**src/rtl/present_pkg.sv**
```systemverilog
// Shared PRESENT constants and S-box table used by the key schedule and round function.
package present_pkg;

  localparam int unsigned KEY_W  = 80;
  localparam int unsigned RK_W   = 64;
  localparam int unsigned BLK_W  = 64;
  localparam int unsigned ROUNDS = 32;
  localparam int unsigned RND_W  = 6;

  // Nibble n of the table is S(n): C,5,6,B,9,0,A,D,3,E,F,8,4,7,1,2.
  localparam logic [63:0] SBOX_TABLE = 64'h2174_8FE3_DA09_B65C;

  function automatic logic [3:0] sbox_lookup(input logic [3:0] x);
    return SBOX_TABLE[{x, 2'b00} +: 4];
  endfunction

endpackage

```
**src/rtl/present_sbox.sv**
```systemverilog
// PRESENT 4-bit S-box, purely combinational.
module present_sbox
  import present_pkg::*;
(
  input  logic [3:0] i_x,
  output logic [3:0] o_y
);

  assign o_y = sbox_lookup(i_x);

endmodule

```
**src/rtl/present_key_schedule.sv**
```systemverilog
// PRESENT-80 key schedule: holds the key register and steps one round key per request.
module present_key_schedule #(
  parameter int unsigned KEY_W  = present_pkg::KEY_W,
  parameter int unsigned RK_W   = present_pkg::RK_W,
  parameter int unsigned ROUNDS = present_pkg::ROUNDS
) (
  input  logic             inClk,
  input  logic             inRst,
  input  logic             inLoad,
  input  logic [KEY_W-1:0] inKey,
  input  logic             inNext,
  output logic [RK_W-1:0]  outRoundKey,
  output logic [5:0]       outRound,
  output logic             outValid,
  output logic             outLast
);

  localparam logic [5:0] LP_LAST_ROUND = 6'(ROUNDS);

  logic [KEY_W-1:0] r_key;
  logic [5:0]       r_round;
  logic             r_valid;

  logic [KEY_W-1:0] w_rot;
  logic [3:0]       w_sbox;
  logic [KEY_W-1:0] w_next_key;
  logic             w_step;

  // Rotate left by 61, substitute the top nibble, then fold in the pre-increment round count.
  assign w_rot = {r_key[18:0], r_key[79:19]};

  present_sbox u_sbox (
    .i_x (w_rot[79:76]),
    .o_y (w_sbox)
  );

  assign w_next_key = {w_sbox, w_rot[75:20], w_rot[19:15] ^ r_round[4:0], w_rot[14:0]};
  assign w_step     = inNext && r_valid && (r_round != LP_LAST_ROUND);

  always_ff @(posedge inClk or posedge inRst) begin
    if (inRst) begin
      r_key   <= '0;
      r_round <= '0;
      r_valid <= 1'b0;
    end else if (inLoad) begin
      r_key   <= inKey;
      r_round <= 6'd1;
      r_valid <= 1'b1;
    end else if (w_step) begin
      r_key   <= w_next_key;
      r_round <= r_round + 6'd1;
    end
  end

  assign outRoundKey = r_key[KEY_W-1 -: RK_W];
  assign outRound    = r_round;
  assign outValid    = r_valid;
  assign outLast     = (r_round == LP_LAST_ROUND);

endmodule

```
**config.mk**
```make
export PLATFORM = sky130hd
export DESIGN_NAME = present_key_schedule
export DESIGN_NICKNAME = d
export VERILOG_FILES = /design/src/rtl/present_pkg.sv /design/src/rtl/present_sbox.sv /design/src/rtl/present_key_schedule.sv
export SDC_FILE = /design/constraint.sdc
export NUM_CORES = 1
export LEC_CHECK = 0
export CORE_MARGIN = 5
export CORE_UTILIZATION = 44
export DETAILED_ROUTE_END_ITERATION = 6
export HOLD_SLACK_MARGIN = 0.1
export PLACE_DENSITY = 0.9
export SLEW_MARGIN = 10
export SYNTH_ARGS = -nofsm -noshare
export SYNTH_HDL_FRONTEND = slang
export SYNTH_SLANG_ARGS = --single-unit
```
**constraint.sdc**
```tcl
create_clock -name inClk -period 3.2 [get_ports inClk]
set_clock_uncertainty 0.1 [all_clocks]
set_input_delay 0.8 -clock inClk [delete_from_list [all_inputs] [get_ports inClk]]
set_output_delay 0.8 -clock inClk [all_outputs]
set_load 0.01 [all_outputs]
```
# ---- Yosys cells after proc, flatten, opt, wreduce, memory -nomap -nowiden
# Index checks and enable logic that the tools add are counted.
dict set report classes {
  div_mod_pow 0
  n_eq_ne 2
  order_cmp 0
  n_mux 4
  n_shift 1
  reduce_logical 3
  multipliers 0
  bitwise_logic 1
  n_addsub 1
}
# op count
set op_table {}
lappend op_table {{80-bit 2-to-1 mux} 2}
lappend op_table {{64-bit by 7-bit indexed part select with 4-bit output, first input constant} 1}
lappend op_table {{6-bit 2-to-1 mux} 2}
lappend op_table {{6-bit by 1-bit adder with 6-bit output, second input constant} 1}
lappend op_table {{6-bit equality test, second input constant} 1}
lappend op_table {{6-bit != test, second input constant} 1}
lappend op_table {{5-bit XOR} 1}
lappend op_table {{1-bit logical AND} 2}
lappend op_table {{2-bit nonzero test} 1}
dict set report word_totals {
  inputBits 84
  output_inout_bits 72
  ramBits 0
  mem_count 0
  latchBits 0
  register_bits 87
  romBits 0
  word_cells 15
}

# ---- Longest topological paths before layout
# Gate-level depths: netlist of the first run.
dict set report logic_depth {
  ltp_word 4
  ltp_mapped 8
  mapped_depth_nobuf 5
}

# ---- By module
# From an unflattened synthesis of the first run, not the netlist that was laid out.
dict set report unflattened {
  hier_cells 708
  area_unflattened_um2 6069.6
}
# module cells_each seq_area_each_um2 area_each_um2 n_inst
set modules_own_cells {}
lappend modules_own_cells {present_key_schedule 690 2177.1 5884.4 1}
lappend modules_own_cells {present_sbox 18 0.0 185.2 1}

# ---- Worst setup path before layout of the first run
# OpenSTA, ideal clock, no wires.
dict set report synth_path {
  path_type {reg2out}
  startpoint {reg r_round[0], in the netlist outRound[0]}
  endpoint {out outLast}
  path_stages_with_launch 6
  path_buffers 1
  path_slack_ns 0.949
  t_required_ns 2.300
  arrival_time_ns 1.351
  cell_sequence {dfrtp_1 > inv_1 > ha_1 > nand2_1 > clkbuf_1 > nor2_1}
}
dict set report synth_between {
  elab_chain_len 1
}
# element line_no
set synth_rtl {}
lappend synth_rtl {{start, declared} present_key_schedule.sv:21} ;# logic [5:0] r_round;
lappend synth_rtl {{start signal, assigned} present_key_schedule.sv:51} ;# r_round <= r_round + 6'd1;
lappend synth_rtl {{6-bit equality test} present_key_schedule.sv:58} ;# assign outLast = (r_round == LP_LAST_ROUND);
lappend synth_rtl {{end, declared} present_key_schedule.sv:15} ;# output logic outLast
# Every way passes these cells.

# ---- Worst setup path after layout of the first run
dict set report layout_path {
  startpoint {reg r_round[3], in the netlist outRound[3]}
  endpoint {out outLast}
}
# Same word-level chain as after synthesis.

==> results of run 1 <==
## metal layers
metal | up-vias | GRT usage [%]
met3 | 38 | 4.457
li1 | 2231 | -
met2 | 236 | 37.05
met5 | - | 0
met4 | 0 | 7.773
met1 | 2439 | 28.38
## final cells by class
type                    instances  area share [%]
multi-input cells             306           32.41
repair buffers                166           24.41
clock buffers                  12           3.751
clock inverters                 3          0.2745
flip-flops and latches         87           31.84
well taps                     168           3.074
inverters                      77           4.245
## worst register-to-register path, delay by kind of cell, from the launching register on
kind                     cells  cell delay (ns)
adder cells (fa/ha/maj)      1             0.30
buffers and inverters        2             0.74
AO/OA/AOI/OAI                2             0.53
flip-flops                   1             0.47
AND/OR/NAND/NOR              1             0.09
## worst paths after layout
| path | end | slack (ns) | cells past startpoint |
|---|---|---|---|
| min in group asynchronous | r_key[64] | 0.66 | 2 |
| max in group asynchronous | outRound[2] | 1.73 | 3 |
| max reg2reg | r_key[79] | 0.87 | 6 |
| min | outRound[1] | 0.46 | 2 |
| min reg2reg | outRound[1] | 0.46 | 2 |
| max | outLast | 0.22 | 3 |
## cell usage after synthesis, types with 2 or more instances
master                      count  area (sq um)
sky130_fd_sc_hd__mux4_2         2         45.04
sky130_fd_sc_hd__a21oi_1        3         15.01
sky130_fd_sc_hd__xnor2_1        6         52.55
sky130_fd_sc_hd__buf_1          3         11.26
sky130_fd_sc_hd__buf_2          9         45.04
sky130_fd_sc_hd__a2bb2oi_1      5         43.79
sky130_fd_sc_hd__o21ai_0        2         10.01
sky130_fd_sc_hd__nand2b_1       5         31.28
sky130_fd_sc_hd__a22oi_1        4         30.03
sky130_fd_sc_hd__buf_6         14         157.7
sky130_fd_sc_hd__dfrtp_1       87          2177
sky130_fd_sc_hd__clkbuf_1      37         138.9
sky130_fd_sc_hd__nand3_1       11         55.05
sky130_fd_sc_hd__o2111ai_1     68         595.6
sky130_fd_sc_hd__nor2b_1        4         25.02
sky130_fd_sc_hd__nor2_1         8         30.03
sky130_fd_sc_hd__a31oi_1        4         25.02
sky130_fd_sc_hd__o211ai_1      14         105.1
sky130_fd_sc_hd__inv_1         76         285.3
sky130_fd_sc_hd__nand2_1       72         270.3
sky130_fd_sc_hd__o311ai_1      67         586.8
sky130_fd_sc_hd__or3_1          3         18.77
sky130_fd_sc_hd__o311a_1        5         50.05
sky130_fd_sc_hd__mux2i_1        3         30.03
sky130_fd_sc_hd__ha_1           7         87.58
sky130_fd_sc_hd__buf_4         65         488.0
## power by group
group / internal [W] / leakage, nW / total, W / switching [W]
combinational: 0.000406 / 1.57 / 0.000767 / 0.000362
clock: 0.000563 / 0.138 / 0.000983 / 0.000420
sequential: 0.00122 / 1.06 / 0.00134 / 0.000127
total: 0.00218 / 2.77 / 0.00309 / 0.000908
## logic make-up after synthesis
logic type	Yosys count
compound gates	177
mux	5
buf+inv	205
flops	87
xor+xnor	6
simple gates	111
fa+ha+maj	7
## metrics by stage
stage / power (W) / util (%) / setup slack (ns) / std cells / area [sq um]
after global placement: 0.002094 / 53.96 / 0.6142 / 804 / 6563
after CTS: 0.003107 / 56.22 / 0.2237 / 819 / 6838
final: 0.003093 / 56.22 / 0.2216 / 819 / 6838
after global routing: 0.003235 / 56.22 / 0.1168 / 819 / 6838
after floorplan: 0.001841 / - / 0.04980 / 598 / 5510
after detailed placement: 0.002129 / 53.96 / 0.5356 / 804 / 6563
## sequential cells by signal, indices dropped and copies added, names as in the netlist
name,flops
outRound,6
outValid,1
r_key,80
==> impl_results.rst, run 1 <==
.. list-table::
   :header-rows: 1

   * - Metric
     - Value
   * - Result of the run
     - completed
   * - Overall overflow remaining after global route
     - 0
   * - Critical R2R Launch
     - outRound[0]
   * - Area growth, synth to finish
     - 24.09%
   * - Critical path startpoint category
     - flip-flop
   * - Number of buffers created by CTS
     - 9
   * - Final Hold Vio Count
     - 0
   * - Port buffer count
     - 155
   * - Relative max-transition margin
     - 41.46%
   * - Post-synth design cell area
     - 5510 sq um
   * - Detailed-router iteration count before antenna repair
     - 5
   * - X dimension of the die
     - 121.9 um
   * - Number of max-slew violations in the final report
     - 0
   * - Crit path largest cell delay
     - 0.57 ns
   * - Clock tree from TritonCTS
     - done
   * - Endpoint kind of the worst setup timing path
     - output port
   * - Post-synthesis cell count
     - 598
   * - Area of all sequential standard cells
     - 2177 sq um
   * - Highest-count cells in the layout ignoring fill and taps
     - 154 x sky130_fd_sc_hd__clkdlybuf4s50_1, 87 x sky130_fd_sc_hd__dfrtp_1, 75 x sky130_fd_sc_hd__inv_1, 71 x sky130_fd_sc_hd__nand2_1, 68 x sky130_fd_sc_hd__o2111ai_1
   * - Family of cells with the greatest summed delay on the critical path
     - simple AND/OR/NAND/NOR gates
   * - Maximum fanout encountered on the critical timing path
     - 7
   * - Drt total wl
     - 16.46 mm
   * - Htree depth
     - 3
   * - Synth Area in Compound Gates
     - 27.20%
   * - Post-layout min period
     - 2.978 ns
   * - CP max-delay cell
     - sky130_fd_sc_hd__clkdlybuf4s50_1
   * - Final GP Congestion
     - 0.9016
   * - Number of rows created at floorplan
     - 40
   * - Number of DRC violations after detailed routing
     - 0
   * - Amount of wire on met3 after detailed routing
     - 1.115 mm
   * - First-pass GRT wire length
     - 26.14 mm
   * - Number of diodes added for antenna fixing
     - 0
   * - Kind of path behind the tightest hold check
     - flip-flop to flip-flop
   * - Combinational family with the most area after synthesis
     - compound AO/OA/AOI/OAI gates
   * - Initial antenna violation count
     - 0
   * - Share of the yosys chip area belonging to registers
     - 39.51%
   * - Clock root buffer
     - sky130_fd_sc_hd__clkbuf_16
   * - Sink Count
     - 87
   * - Number of instances resized during post-cts repair
     - 0
   * - Fillers
     - 1065
   * - Met2 routed WL
     - 8.191 mm
   * - Buffers from clock root to sink, at most
     - 2
   * - Post-synth EDFFs
     - 0
   * - Worst setup path class
     - flip-flop to output port
   * - Sum of buffers and inverters on the critical path
     - 1
   * - Setup violation total in the final timing report
     - 0
   * - Flop and latch count out of synthesis
     - 87
   * - Final-layout setup total negative slack
     - 0 ns
   * - Share of final-layout standard cells stronger than drive strength 1
     - 5.530%
   * - Power density over the cells
     - 452.4 nW/um^2
   * - Primary FF master, synth
     - sky130_fd_sc_hd__dfrtp_1
   * - Simple-gate portion of the synthesized area
     - 8.878%
   * - Hpwl dp
     - 11.40 mm
   * - Combined global-route utilization of all metal layers
     - 22.08%
   * - Hold slack
     - 0.4641 ns
   * - Net total in the final layout
     - 738
   * - Critical Path AT
     - 2.08 ns
   * - Average detailed-routed wire length per instance
     - 20.10 um
   * - Crit path launch
     - outRound[3]
   * - Leakage
     - 2.768 nW
   * - Vertical extent of the die
     - 121.9 um
   * - Number of hold buffers added after CTS
     - 0
   * - Max frequency
     - 0.3357 GHz
   * - Top Metal Used
     - met4
   * - Synthesized-area fraction occupied by xor and xnor cells
     - 0.9537%
   * - Worst-skew pair later-pin latency
     - 0.34 ns
   * - RSZ-0062 raised after global routing
     - false
   * - Hold path start
     - outRound[1]
   * - Total Die Area
     - 14860 sq um
   * - Count of cell types in the netlist
     - 40
   * - Vias
     - 4944
   * - Post-synthesis async set-or-reset flop share
     - 100.0%
   * - Area used by multi-input combinational logic
     - 2216 sq um
   * - Effective utilization at floorplan
     - 45.31%
   * - Number of ports placed on the die boundary
     - 156
   * - Violation count after the first detailed-routing iteration
     - 489
   * - Core area
     - 12160 sq um
   * - Antenna-violating nets left
     - 0
   * - Crit share post-route
     - 93.08%
   * - Mux contribution to synthesized area
     - 1.362%
   * - Required time of the critical path
     - 2.30 ns
   * - Net count after synthesis
     - 689
   * - Syn Area/Cell
     - 9.215 sq um
   * - Transition at the pin with the smallest max-transition slack
     - 0.8781 ns
   * - MaxCap Viol Count
     - 0
   * - Series of cell instances along the critical path
     - or3_2, nor2_1, clkdlybuf4s50_1
   * - Most common cell after layout, fill and taps aside
     - sky130_fd_sc_hd__clkdlybuf4s50_1
   * - Synthesized-area fraction occupied by adder cells
     - 1.589%
   * - Number of global-route vias before repair
     - 4907
   * - Maximum number of pins on one net before global-route repair
     - 85
   * - Register clock-pin slew on the reported worst setup and hold paths
     - 0.06 ns
   * - Maximum vdd ir drop
     - 0.0002217 V
   * - Met1 wire length
     - 6.730 mm
   * - Yosys Warn Count
     - 0
   * - Number of buffers inserted to repair setup after CTS
     - 0
   * - Detail-routed via count per cell
     - 6.037
Note: power is estimated with default switching activity, not from simulation.
==> inputs of run 2 (changes only) <==
--- a/config.mk
+++ b/config.mk
@@ -5,8 +5,10 @@
 export SDC_FILE = /design/constraint.sdc
 export NUM_CORES = 1
 export LEC_CHECK = 0
+export CELL_PAD_IN_SITES_DETAIL_PLACEMENT = 1
+export CELL_PAD_IN_SITES_GLOBAL_PLACEMENT = 1
 export CORE_MARGIN = 5
-export CORE_UTILIZATION = 44
+export CORE_UTILIZATION = 33
 export DETAILED_ROUTE_END_ITERATION = 6
 export HOLD_SLACK_MARGIN = 0.1
 export PLACE_DENSITY = 0.9
==> run 2 against run 1 <==
Clock-buffer cell count fell by 3. First-iteration DRC count is 29% lower. Worst hold slack improved by 0.0017 ns. Worst setup slack worse by 0.013 ns. Design area up 1.9%. Via count is 1.8% lower. Die area rose by 30%. Critical endpoint unchanged. Largest power group unchanged. Highest routed layer unchanged.
==> impl_results.rst, run 2 (synthesized netlist as in run 1, its figures left out) <==
.. list-table::
   :header-rows: 1

   * - Metric
     - Value
   * - Critical Path AT
     - 2.09 ns (about the same)
   * - Effective utilization at floorplan
     - 33.47% (-12 points)
   * - Final Hold Vio Count
     - 0 (unchanged)
   * - Endpoint kind of the worst setup timing path
     - output port
   * - Total cell area at the placement stage
     - 6654 sq um (+1.4%)
   * - Leakage
     - 2.795 nW (+0.96%)
   * - CP max-delay cell
     - sky130_fd_sc_hd__clkdlybuf4s50_1
   * - Critical R2R Launch
     - outRound[4]
   * - Hold-critical path endpoint
     - outRound[1]
   * - Violation count after the first detailed-routing iteration
     - 346 (-29%)
   * - Series of cell instances along the critical path
     - or3_2, nor2_1, clkdlybuf4s50_1
   * - Initial antenna violation count
     - 0 (unchanged)
   * - Clock root buffer
     - sky130_fd_sc_hd__clkbuf_16
   * - Fillers
     - 1880 (+77%)
   * - Detail-routed via count per cell
     - 5.570 (-7.7%)
   * - Relative max-transition margin
     - 34.96% (-6.5 points)
   * - Maximum vdd ir drop
     - 0.0002712 V (+22%)
   * - Total design power
     - 0.003281 W (+6.1%)
   * - Transition at the pin with the smallest max-transition slack
     - 0.9757 ns (+0.09762 ns)
   * - Number of buffers inserted to repair setup after CTS
     - 0 (unchanged)
   * - Number of DRC violations after detailed routing
     - 0 (unchanged)
   * - Clock tree from TritonCTS
     - done
   * - Detailed-router iteration count before antenna repair
     - 5 (unchanged)
   * - Power density over the cells
     - 470.9 nW/um^2 (+4.1%)
   * - Kind of path behind the tightest hold check
     - flip-flop to flip-flop
   * - Overall overflow remaining after global route
     - 0 (unchanged)
   * - Drt total wl
     - 18.66 mm (+13%)
   * - Max frequency
     - 0.3343 GHz (-0.42%)
   * - Result of the run
     - completed
   * - Number of diodes added for antenna fixing
     - 0 (unchanged)
   * - Hold Path Cell Cnt
     - 2 (unchanged)
   * - Slack of the worst reg-to-reg path
     - 0.91 ns (+0.04 ns)
   * - Internal Power
     - 0.002304 W (+5.5%)
   * - Port buffer count
     - 155 (unchanged)
   * - Most common cell after layout, fill and taps aside
     - sky130_fd_sc_hd__clkdlybuf4s50_1
   * - Number of global-route vias before repair
     - 5051 (+2.9%)
   * - Critical path startpoint category
     - flip-flop
   * - Maximum number of pins on one net before global-route repair
     - 154 (+81%)
   * - Worst-skew pair later-pin latency
     - 0.35 ns (about the same)
   * - Htree depth
     - 3 (unchanged)
   * - Total Die Area
     - 19380 sq um (+30%)
   * - Destination of the worst register-to-register timing path
     - r_key[32]
   * - Register clock-pin slew on the reported worst setup and hold paths
     - 0.07 ns (about the same)
   * - Crit share post-route
     - 93.47% (+0.39 points)
   * - Buffers from clock root to sink, at most
     - 2 (unchanged)
   * - Vertical extent of the die
     - 139.2 um (+14%)
   * - Number of instances resized during post-cts repair
     - 0 (unchanged)
   * - MaxCap Viol Count
     - 0 (unchanged)
   * - Final GP Congestion
     - 0.7691 (-15%)
   * - Clock power share
     - 35.1% (+3.3 points)
   * - Setup violation total in the final timing report
     - 0 (unchanged)
   * - Number of rows created at floorplan
     - 47 (+18%)
   * - Post-layout min period
     - 2.991 ns (+0.01261 ns)
   * - Number of buffers created by CTS
     - 9 (unchanged)
   * - Net total in the final layout
     - 738 (unchanged)
   * - Worst setup path class
     - flip-flop to output port
   * - Number of max-slew violations in the final report
     - 0 (unchanged)
   * - Required time of the critical path
     - 2.30 ns (about the same)
   * - Part of the total power dissipated in sequential elements
     - 40.8% (-2.6 points)
   * - Switching power
     - 0.0009765 W (+7.5%)
   * - Proportion of power drawn by combinational gates
     - 24.0% (-0.8 points)
   * - First-pass GRT wire length
     - 29.91 mm (+14%)
   * - Sw Ratio
     - 29.77% (+0.40 points)
   * - Antenna-violating nets left
     - 0 (unchanged)
   * - Crit path largest cell delay
     - 0.59 ns (+0.02 ns)
   * - Post-route standard cell area excluding fillers
     - 6967 sq um (+1.9%)
   * - Number of hold buffers added after CTS
     - 0 (unchanged)
   * - X dimension of the die
     - 139.2 um (+14%)
   * - Sum of buffers and inverters on the critical path
     - 1 (unchanged)
   * - Vias
     - 4857 (-1.8%)
   * - Sink Count
     - 87 (unchanged)
   * - Area growth, synth to finish
     - 26.43%
   * - Average detailed-routed wire length per instance
     - 21.40 um (+6.5%)
   * - Max FFs per register
     - 80 (unchanged)
   * - Hpwl dp
     - 12.37 mm (+8.5%)
   * - Number of ports placed on the die boundary
     - 156 (unchanged)
   * - Post-Route Utilization
     - 42.31% (-14 points)
   * - Crit path launch
     - outRound[4]
   * - Register name with the most flops
     - r_key
   * - RSZ-0062 raised after global routing
     - false
   * - Hold path start
     - outRound[1]
   * - FF-to-FF path depth
     - 4 (-2)
   * - Family of cells with the greatest summed delay on the critical path
     - simple AND/OR/NAND/NOR gates
   * - Combined global-route utilization of all metal layers
     - 19.21% (-2.9 points)
   * - Share of final-layout standard cells stronger than drive strength 1
     - 5.828% (+0.30 points)
   * - Maximum fanout encountered on the critical timing path
     - 7 (unchanged)
   * - Highest-count cells in the layout ignoring fill and taps
     - 154 x sky130_fd_sc_hd__clkdlybuf4s50_1, 87 x sky130_fd_sc_hd__dfrtp_1, 75 x sky130_fd_sc_hd__inv_1, 71 x sky130_fd_sc_hd__nand2_1, 68 x sky130_fd_sc_hd__o2111ai_1
   * - Final-layout setup total negative slack
     - 0 ns (unchanged)
   * - Core area
     - 16470 sq um (+35%)
[run 2: changes by cell type in the layout (fill, tap and decap cells not counted), sizes merged]
cell and change:
clkinvlp +1, inv +1, bufinv +2, clkbuf -3
[run 2: per-layer routing]
layer	wire [um]	vias to the layer above	global-route usage (%)
met5	0	-	0
met4	247	0	4.583
met3	1082	20	4.837
met2	9355	148	32.04
met1	7979	2452	25.14
li1	-	2237	-
[run 2: area by class of cell]
class / instances / area (sq um) / share of cell area (%)
Clock buffer: 9 / 225.2 / 3.233
Clock inverter: 7 / 87.58 / 1.257
Inverter: 77 / 291.5 / 4.185
Multi-Input combinational cell: 306 / 2216 / 31.81
Sequential cell: 87 / 2177 / 31.25
Tap cell: 220 / 275.3 / 3.951
Timing Repair Buffer: 166 / 1694 / 24.32
[run 2: worst max path at each step]
stage	endpoint	slack (ns)	depth (start not counted)
global placement	outLast	0.55	3
finish	outLast	0.21	3
detailed placement	r_key[66]	0.53	5
CTS	outLast	0.16	3
floorplan	outRound[0]	0.05	1
global route	outLast	0.06	3
[run 2: stage by stage]
step           hold WS [ns]  cells  setup WS, ns
2_1_floorplan        0.4221    598       0.04980
3_3_place_gp         0.4464    856        0.5497
3_5_place_dp         0.4600    856        0.5295
4_1_cts              0.4714    872        0.1638
5_1_grt              0.5034    872       0.06147
6_report             0.4658    872        0.2090
[run 2: power by group through the flow]
stage | logic [W] | clock network [W] | registers, W
final | 0.000787 | 0.00115 | 0.00134
after global routing | 0.000858 | 0.00122 | 0.00136
after CTS | 0.000799 | 0.00118 | 0.00134
after detailed placement | 0.000794 | 0 | 0.00136
after global placement | 0.000767 | 0 | 0.00136
after floorplan | 0.000533 | 0 | 0.00131
[run 2: worst min-delay path: cells and delay by family (launching register included)]
kind	cells	cell delay [ns]
DFF	1	0.37
buffers and inverters	1	0.08
AOI/OAI and AO/OA	1	0.07
==> inputs of run 3 (changes only) <==
--- a/config.mk
+++ b/config.mk
@@ -12,7 +12,7 @@
 export DETAILED_ROUTE_END_ITERATION = 6
 export HOLD_SLACK_MARGIN = 0.1
 export PLACE_DENSITY = 0.9
-export SLEW_MARGIN = 10
+export SLEW_MARGIN = 15
 export SYNTH_ARGS = -nofsm -noshare
 export SYNTH_HDL_FRONTEND = slang
 export SYNTH_SLANG_ARGS = --single-unit
==> results of run 3 <==
No change in the layout: final DEF, timing and power equal those of run 2.
